==> src/rtl/ext_mem_rd_dma.sv <==
// Read-side DMA for the external memory image: splits a region/offset/length
// command into bounded bursts, buffers returned words and streams them out.
module ext_mem_rd_dma #(
  parameter int unsigned ADDR_W     = 27,
  parameter int unsigned DATA_W     = 32,
  parameter int unsigned LEN_W      = 16,
  parameter int unsigned BURST_MAX  = 16,
  parameter int unsigned FIFO_DEPTH = 32,
  parameter int unsigned BASE_INF   = 0,
  parameter int unsigned BASE_FMI   = 2 * (2 ** 20),
  parameter int unsigned BASE_FMO   = 24 * (2 ** 20),
  parameter int unsigned BASE_KEX   = 46 * (2 ** 20),
  parameter int unsigned BASE_KPW   = 66 * (2 ** 20),
  parameter int unsigned BASE_KDW   = 84 * (2 ** 20),
  parameter int unsigned BASE_END   = 103 * (2 ** 20)
) (
  input  logic              clk,
  input  logic              rst_n,
  input  logic              cmd_valid,
  output logic              cmd_ready,
  input  logic [2:0]        cmd_region,
  input  logic [ADDR_W-1:0] cmd_offset,
  input  logic [LEN_W-1:0]  cmd_len,
  output logic              mem_req_valid,
  input  logic              mem_req_ready,
  output logic [ADDR_W-1:0] mem_req_addr,
  output logic [4:0]        mem_req_len,
  input  logic              mem_rsp_valid,
  input  logic [DATA_W-1:0] mem_rsp_data,
  output logic              out_valid,
  input  logic              out_ready,
  output logic [DATA_W-1:0] out_data,
  output logic              out_last,
  output logic              busy,
  output logic              done,
  output logic              err
);

  // Limit check width holds base + offset + 4*len without overflow.
  localparam int unsigned CW = ((ADDR_W > LEN_W + 2) ? ADDR_W : LEN_W + 2) + 2;
  localparam int unsigned PW = (FIFO_DEPTH > 1) ? $clog2(FIFO_DEPTH) : 1;

  typedef enum logic [1:0] {IDLE, ISSUE, RECV, DRAIN} state_t;

  state_t            state, state_d;
  logic [ADDR_W-1:0] addr_q;
  logic [LEN_W-1:0]  remaining;
  logic [LEN_W-1:0]  len_q;
  logic [LEN_W-1:0]  out_cnt;
  logic [4:0]        burst_len;
  logic [4:0]        beat_cnt;
  logic [4:0]        blen;

  logic [DATA_W-1:0] fifo_mem [FIFO_DEPTH];
  logic [PW-1:0]     wr_ptr, rd_ptr;
  logic [PW:0]       fifo_cnt;
  logic [PW:0]       fifo_free;

  logic [CW-1:0]     sel_base, sel_limit, cmd_end;
  logic              region_ok, cmd_bad;
  logic              accept, req_fire, push, pop, room, last_beat;

  always_comb begin
    sel_base  = '0;
    sel_limit = '0;
    region_ok = 1'b1;
    case (cmd_region)
      3'd0: begin sel_base = CW'(BASE_INF); sel_limit = CW'(BASE_FMI); end
      3'd1: begin sel_base = CW'(BASE_FMI); sel_limit = CW'(BASE_FMO); end
      3'd2: begin sel_base = CW'(BASE_FMO); sel_limit = CW'(BASE_KEX); end
      3'd3: begin sel_base = CW'(BASE_KEX); sel_limit = CW'(BASE_KPW); end
      3'd4: begin sel_base = CW'(BASE_KPW); sel_limit = CW'(BASE_KDW); end
      3'd5: begin sel_base = CW'(BASE_KDW); sel_limit = CW'(BASE_END); end
      default: region_ok = 1'b0;
    endcase
  end

  assign cmd_end = sel_base + CW'(cmd_offset) + (CW'(cmd_len) << 2);
  assign cmd_bad = !region_ok || (cmd_offset[1:0] != 2'b00) || (cmd_end > sel_limit);

  assign blen      = (remaining > LEN_W'(BURST_MAX)) ? 5'(BURST_MAX) : 5'(remaining);
  assign fifo_free = (PW + 1)'(FIFO_DEPTH) - fifo_cnt;
  // Requesting only when the whole burst fits keeps the unthrottled response safe.
  assign room      = fifo_free >= (PW + 1)'(blen);
  assign last_beat = (beat_cnt == burst_len - 5'd1);

  assign accept   = cmd_valid && (state == IDLE);
  assign req_fire = mem_req_valid && mem_req_ready;
  assign push     = (state == RECV) && mem_rsp_valid;
  assign pop      = out_valid && out_ready;

  assign mem_req_addr = addr_q;
  assign mem_req_len  = blen;
  assign busy         = (state != IDLE);
  assign out_valid    = (fifo_cnt != '0);
  assign out_data     = out_valid ? fifo_mem[rd_ptr] : '0;
  assign out_last     = out_valid && (out_cnt == len_q - LEN_W'(1));

  always_ff @(posedge clk or negedge rst_n) begin
    if (!rst_n) state <= IDLE;
    else        state <= state_d;
  end

  always_comb begin
    state_d       = state;
    cmd_ready     = 1'b0;
    mem_req_valid = 1'b0;
    case (state)
      IDLE: begin
        cmd_ready = 1'b1;
        if (cmd_valid && !cmd_bad && (cmd_len != '0)) state_d = ISSUE;
      end
      ISSUE: begin
        mem_req_valid = room;
        if (room && mem_req_ready) state_d = RECV;
      end
      RECV: begin
        if (push && last_beat) state_d = (remaining != '0) ? ISSUE : DRAIN;
      end
      DRAIN: begin
        if (pop && out_last) state_d = IDLE;
      end
      default: state_d = IDLE;
    endcase
  end

  always_ff @(posedge clk or negedge rst_n) begin
    if (!rst_n) begin
      addr_q    <= '0;
      remaining <= '0;
      len_q     <= '0;
      out_cnt   <= '0;
      burst_len <= '0;
      beat_cnt  <= '0;
      done      <= 1'b0;
      err       <= 1'b0;
    end else begin
      done <= 1'b0;
      err  <= 1'b0;
      if (accept) begin
        if (cmd_bad) begin
          err <= 1'b1;
        end else if (cmd_len == '0) begin
          done <= 1'b1;
        end else begin
          addr_q    <= sel_base[ADDR_W-1:0] + cmd_offset;
          remaining <= cmd_len;
          len_q     <= cmd_len;
          out_cnt   <= '0;
        end
      end
      if (req_fire) begin
        addr_q    <= addr_q + ADDR_W'({blen, 2'b00});
        remaining <= remaining - LEN_W'(blen);
        burst_len <= blen;
        beat_cnt  <= '0;
      end
      if (push) beat_cnt <= beat_cnt + 5'd1;
      if (pop)  out_cnt  <= out_cnt + LEN_W'(1);
      if ((state == DRAIN) && pop && out_last) done <= 1'b1;
    end
  end

  always_ff @(posedge clk or negedge rst_n) begin
    if (!rst_n) begin
      wr_ptr   <= '0;
      rd_ptr   <= '0;
      fifo_cnt <= '0;
    end else begin
      if (push) wr_ptr <= (wr_ptr == PW'(FIFO_DEPTH - 1)) ? '0 : wr_ptr + PW'(1);
      if (pop)  rd_ptr <= (rd_ptr == PW'(FIFO_DEPTH - 1)) ? '0 : rd_ptr + PW'(1);
      case ({push, pop})
        2'b10:   fifo_cnt <= fifo_cnt + (PW + 1)'(1);
        2'b01:   fifo_cnt <= fifo_cnt - (PW + 1)'(1);
        default: fifo_cnt <= fifo_cnt;
      endcase
    end
  end

  always_ff @(posedge clk) begin
    if (push) fifo_mem[wr_ptr] <= mem_rsp_data;
  end

endmodule
==> config.mk <==
export PLATFORM = sky130hd
export DESIGN_NAME = ext_mem_rd_dma
export DESIGN_NICKNAME = d
export VERILOG_FILES = /design/src/rtl/ext_mem_rd_dma.sv
export SDC_FILE = /design/constraint.sdc
export NUM_CORES = 1
export LEC_CHECK = 0
export ABC_AREA = 0
export BUFFER_PORTS_ARGS = -buffer_cell sky130_fd_sc_hd__buf_2
export CAP_MARGIN = 20
export CORE_MARGIN = 2
export CORE_UTILIZATION = 56
export DETAILED_ROUTE_END_ITERATION = 8
export PLACE_DENSITY = 0.76
export SLEW_MARGIN = 10
export SYNTH_ARGS = -nofsm -noshare
export SYNTH_HDL_FRONTEND = slang
export SYNTH_SLANG_ARGS = --single-unit
==> constraint.sdc <==
create_clock -name clk -period 4 [get_ports clk]
set_input_delay 0.4 -clock clk [delete_from_list [all_inputs] [get_ports clk]]
set_output_delay 0.4 -clock clk [all_outputs]
set_load 0.01 [all_outputs]
==> results.toml, run 1 <==
[global_route]
overflow = 0
grt_max_degree = 82
antenna_found_initial = 3
grt_pass1_vias = 28289
track_usage_pct = 29.9
grt_pass1_wl_mm = 187

[floorplan]
die_area_sq_mm = 0.0868
core_sq_mm = 0.0837
die_w_microns = 295
io-pin-count = 155
chipHeight_microns = 295
start_util_pct = 56.5
rows = 106

[setup_path]
cp_max_fo = 7
required_ps = 4600
cp.arrival_ps = 5360
end_kind = "register"
critPathBufInv = 7
critical_path_class = "in -> reg"
cpPeakStageDelay_ps = 490
critPathLaunch = "cmd_len[12]"
crit_path_top_delay_cell = "or4_4"
cp.depth = 25
r2r_cells = 17
crit_family = "simple AND/OR/NAND/NOR gates"
reg2reg_from = "remaining[3]"
worstSetupStartpointType = "primary input"

[place]
place_inst = 3940
port_buffers = 154
routabilityCongestion = 0.960
dp_hpwl_mm = 73.9
post-place-ws_ps = -1790

[yosys]
ys_ff_latch = 1129
synth.most_common_cell = "edfxtp_1"
seq_area_frac_synth_pct = 70.6
syn_nets = 2671
synth_top_flop_cell = "edfxtp_1"
yosysUniqueCellTypes = 79
synthTopCellsByArea = "edfxtp_1, mux4_2, dfrtp_1"
synth_edf_count = 1024
synthArstFlopShare_pct = 9.30
synthCells = 2522
synth_area_per_cell_sq_um = 18.8
synth_top_area_share_pct = 65.0
synth_common_cells = "edfxtp_1, mux4_2, nor2_1"
yosysTopAreaCell = "edfxtp_1"
synth_area_sq_mm = 0.0473
yosysWarnings = 0

[final_layout]
drive_gt1_share_pct = 35.5
finish.utilization_pct = 67.2
syn_to_final_growth_pct = 18.9
nets = 3110
final_cells = 4183

[sta]
finClkSkew_ps = 36.1
worstMarginPinSlew_ps = 898
slew-limit-headroom_pct = 40.0
achievable-frequency_ghz = 0.210
finalCritPeriodShare_pct = 119
drv_slew = 0
setup_tns_ps = -50130
fin_ws_ps = -758
worst_hold_slack_ps = 110
rsz0062_at_grt = "yes"
setup_violations = 78
finalCriticalPeriod_ps = 4760
hold_violations = 0

[clock_network]
h-tree-depth = 3
cts.sinks = 1129
cts_buffer_depth = 3
clk_latency_ps = 700
clkTransAtPathRegs_ps = 60
cts_tree = "done"
cts-root-buf = "clkbuf_16"
cts_made_buffers = 108

[detailed_routing]
drt-total-wl_mm = 129
firstDrtPassIters = 9
ant_nets = 0
drt-initial-drc-count = 3179
drc = 0
vias = 27508
via_per_inst = 6.58
routedWlPerCell_microns = 30.7

[status]
violations = "setup timing"
outcome = "complete, but fails checks"

[worst_hold_path]
hold-path-cell-count = 4
min-delay-start = "cmd_offset[6]"
hold_path.class = "in -> reg"

[run]
drv_cap = 0

[power]
power_leakage_uw = 0.0193
ir_drop_uv = 577
power_density_mw_per_mm2 = 617
## final cells by class
class                   instances  area [sq um]
multi-input cells            1216         14200
diodes                          2          5.00
clock buffers                 132          2800
fillers                      5173         27400
repair buffers                456          3660
well taps                    1134          1420
flip-flops and latches       1129         33400
clock inverters                64           631
inverters                      50           188
## metal layers
metal	vias up	part of all wire [%]	track usage, %	wire length (microns)
li1	11232	-	-	-
met4	2	4.8	12.7	6220
met5	-	0.010	0	13
met2	1730	51	50.9	65100
met1	14163	35	38.3	45100
met3	381	9.4	5.14	12100
## worst min-delay path, stage by stage
cell and delay [ps]:
buf_2 90, buf_4 110, nand3_1 60, o221ai_1 70
## logic make-up after synthesis
kind of cell	after synthesis	share of synthesized area, %
DFF	1129	70.6
other	1	0.00793
muxes	361	16.1
and+or+nand+nor	428	4.54
AOI/OAI and AO/OA	309	4.57
xor gates and xnor gates	52	0.963
buffers and inverters	177	1.43
adders and majority gates	65	1.78
## path summary, 6_finish.rpt
path                                    end  slack (ps)
max in group asynchronous       fifo_cnt[2]        2720
min reg2reg                 mem_req_addr[1]         510
min                         mem_req_addr[6]         110
min in group asynchronous        out_cnt[9]         220
max                        mem_req_addr[20]        -760
max reg2reg                mem_req_addr[26]         -50
## flip-flops by register name, indices dropped and copies added (netlist names)
name,flops
mem_req_addr,27
wr_ptr,5
burst_len,5
fifo_mem,1024
out_cnt,16
fifo_cnt,6
err,1
remaining,16
state,2
len_q,16
beat_cnt,5
done,1
rd_ptr,5
## cells in the final DEF (no fill, tap or decap), types with 29 or more instances in the layout
master	instances
nor2_1	95
a21oi_1	46
and3_1	30
nor2_4	32
xor2_1	29
inv_1	48
dfrtp_1	100
mux2i_1	34
buf_2	151
buf_4	247
ha_1	58
edfxtp_1	1024
clkbuf_16	109
mux4_2	321
o21ai_0	56
buf_12	35
nand2_1	87
## repair_timing
item                                   CTS  global route
setup endpoints to repair               85            81
hold buffers                             1             0
setup buffers                           33             7
endpoints found under the hold margin   80             0
gates cloned                             5             0
gates resized for setup                 96            42
pin swaps                               51            29
## metrics by stage
stage	area (sq um)	power, uW
finish	56300	34700
global route	56300	35900
CTS	55900	34500
detailed placement	51700	24100
global placement	51700	23800
floorplan	47400	20600
## power by group
group	internal, uW	switching [uW]
registers	13400	893
logic	5090	5340
clock network	5520	4410
Power figures use the tool's default switching activity.
==> run 2: changes to the inputs <==
==> constraint.sdc (replaced) <==
create_clock -name clk -period 4 [get_ports clk]
set_input_delay 0.4 -clock clk [delete_from_list [all_inputs] [get_ports clk]]
set_output_delay 0.4 -clock clk [all_outputs]
set_load 0.005 [all_outputs]
==> results.toml, run 2 (synthesis results as in run 1) <==
[setup_path]
endpoint = "mem_req_addr[23]"
r2r_cells = 17
reg2reg_from = "remaining[2]"
critical_path_class = "in -> reg"
critPathLaunch = "cmd_len[0]"
required_ps = 4530
rr_endpoint = "mem_req_addr[21]"
cp.arrival_ps = 5280
cp_max_fo = 5
regToRegSetupSlack_ps = -90
worstSetupStartpointType = "primary input"
end_kind = "register"

[place]
routabilityCongestion = 0.946
post-place-ws_ps = -1750
dp_hpwl_mm = 73.1
placed_area_sq_mm = 0.0517
port_buffers = 154

[final_layout]
largest_reg_flops = 1024
drive_gt1_share_pct = 34.3
syn_to_final_growth_pct = 17.6
fin_area_sq_mm = 0.0556
top_register = "fifo_mem"
most-common-layout-cells = "edfxtp_1, mux4_2, buf_4"
nets = 3082
layout_commonest_cell = "edfxtp_1"

[floorplan]
chipHeight_microns = 295
core_sq_mm = 0.0837
start_util_pct = 56.5
rows = 106
die_w_microns = 295
die_area_sq_mm = 0.0868
io-pin-count = 155

[clock_network]
h-tree-depth = 3
cts_made_buffers = 109
clk_latency_ps = 680
cts.sinks = 1129
cts_buffer_depth = 3
clkTransAtPathRegs_ps = 60
cts_tree = "done"
cts-root-buf = "clkbuf_16"

[run]
drv_cap = 0

[power]
power_uw = 34100
power_leakage_uw = 0.0191
ir_drop_uv = 510
power_density_mw_per_mm2 = 614

[detailed_routing]
drt-initial-drc-count = 3647
drc = 0
firstDrtPassIters = 5
ant_nets = 0
drt-total-wl_mm = 128
via_per_inst = 6.50
routedWlPerCell_microns = 30.8
vias = 26994

[sta]
hold_violations = 0
finClkSkew_ps = 24.2
setup_violations = 78
worstMarginPinSlew_ps = 865
achievable-frequency_ghz = 0.211
slew-limit-headroom_pct = 42.2
worst_hold_slack_ps = 48.3
drv_slew = 0
finalCriticalPeriod_ps = 4750
rsz0062_at_grt = "yes"
fin_ws_ps = -747
finalCritPeriodShare_pct = 119

[global_route]
grt_max_degree = 97
track_usage_pct = 30.0
overflow = 0
grt_pass1_wl_mm = 188
grt_pass1_vias = 28201
antenna_found_initial = 6

[status]
violations = "setup timing"
outcome = "complete, but fails checks"

[worst_hold_path]
hold_path.class = "in -> reg"
-- run 2: cell count changes in the layout (fill, tap and decap cells not counted), moves of 4 or more --
cell	delta
nand3_2	-4
clkbuf_16	+4
buf_12	-7
o21ai_1	-5
nand3_1	+5
clkbuf_1	+10
o221a_4	-14
buf_4	-16
clkinv_1	-12
o221a_2	+14
clkinvlp_4	-6
o21ai_2	-7
o21ai_0	+12
-- run 2: worst min-delay path by stage --
stage	from	to	slack [ps]	cells after the start
floorplan	rst_n	beat_cnt[0]	100	0
detailed placement	rst_n	mem_req_addr[1]	480	1
finish	cmd_valid	done	50	3
CTS	cmd_valid	done	20	3
global placement	rst_n	out_cnt[14]	470	1
global route	cmd_valid	done	60	3
-- run 2: where the power goes --
group          switching (uW)  internal (uW)
clock                    4380           5610
combinational            4950           4900
sequential                844          13400
-- run 2: repair_timing --
| action | in CTS | in global routing |
|---|---|---|
| gates cloned | 1 | 1 |
| pin swaps | 31 | 9 |
| hold buffers | 1 | 0 |
| setup buffers | 11 | 1 |
| endpoints found under the setup margin | 80 | 88 |
| hold endpoints to repair | 47 | 0 |
| gates resized for setup | 57 | 14 |
-- run 2: per-layer routing --
layer	part of all wire, %	GRT usage (%)	vias up
met3	9.8	5.48	323
met5	0.031	0	-
met1	36	38.7	13793
met2	51	51.1	1693
li1	-	-	11179
met4	3.8	11.2	6
-- run 2: final cells by class --
class | instances | area (sq um)
Antenna cell | 3 | 7.51
Clock buffer | 146 | 2940
Clock inverter | 48 | 462
Fill cell | 5260 | 28100
Inverter | 50 | 188
Multi-Input combinational cell | 1216 | 13900
Sequential cell | 1129 | 33400
Tap cell | 1134 | 1420
Timing Repair Buffer | 427 | 3310
-- run 2: metrics by stage --
| stage | utilization [%] | std cells | setup TNS, ps |
|---|---|---|---|
| 2_1_floorplan | - | 2522 | -75180 |
| 3_3_place_gp | 61.7 | 3941 | -124830 |
| 3_5_place_dp | 61.7 | 3941 | -127620 |
| 4_1_cts | 66.3 | 4148 | -51460 |
| 5_1_grt | 66.5 | 4151 | -72170 |
| 6_report | 66.5 | 4153 | -49920 |
-- run 2: critical path: stages --
cell      delay, ps
buf_6           100
ha_4            150
fa_2            350
a211oi_2        220
o211ai_1        120
o211ai_1        170
a31oi_2         180
o211ai_1        200
nand2_1         120
a31oi_1         170
xnor2_1          90
ha_1            290
nand4_1          80
or4b_1          450
or4_1           470
nor4_1          170
nand4_1         230
nor4_4          320
buf_4           160
a32oi_4         210
buf_12          220
buf_6           120
nor3_2          180
a211oi_1         80
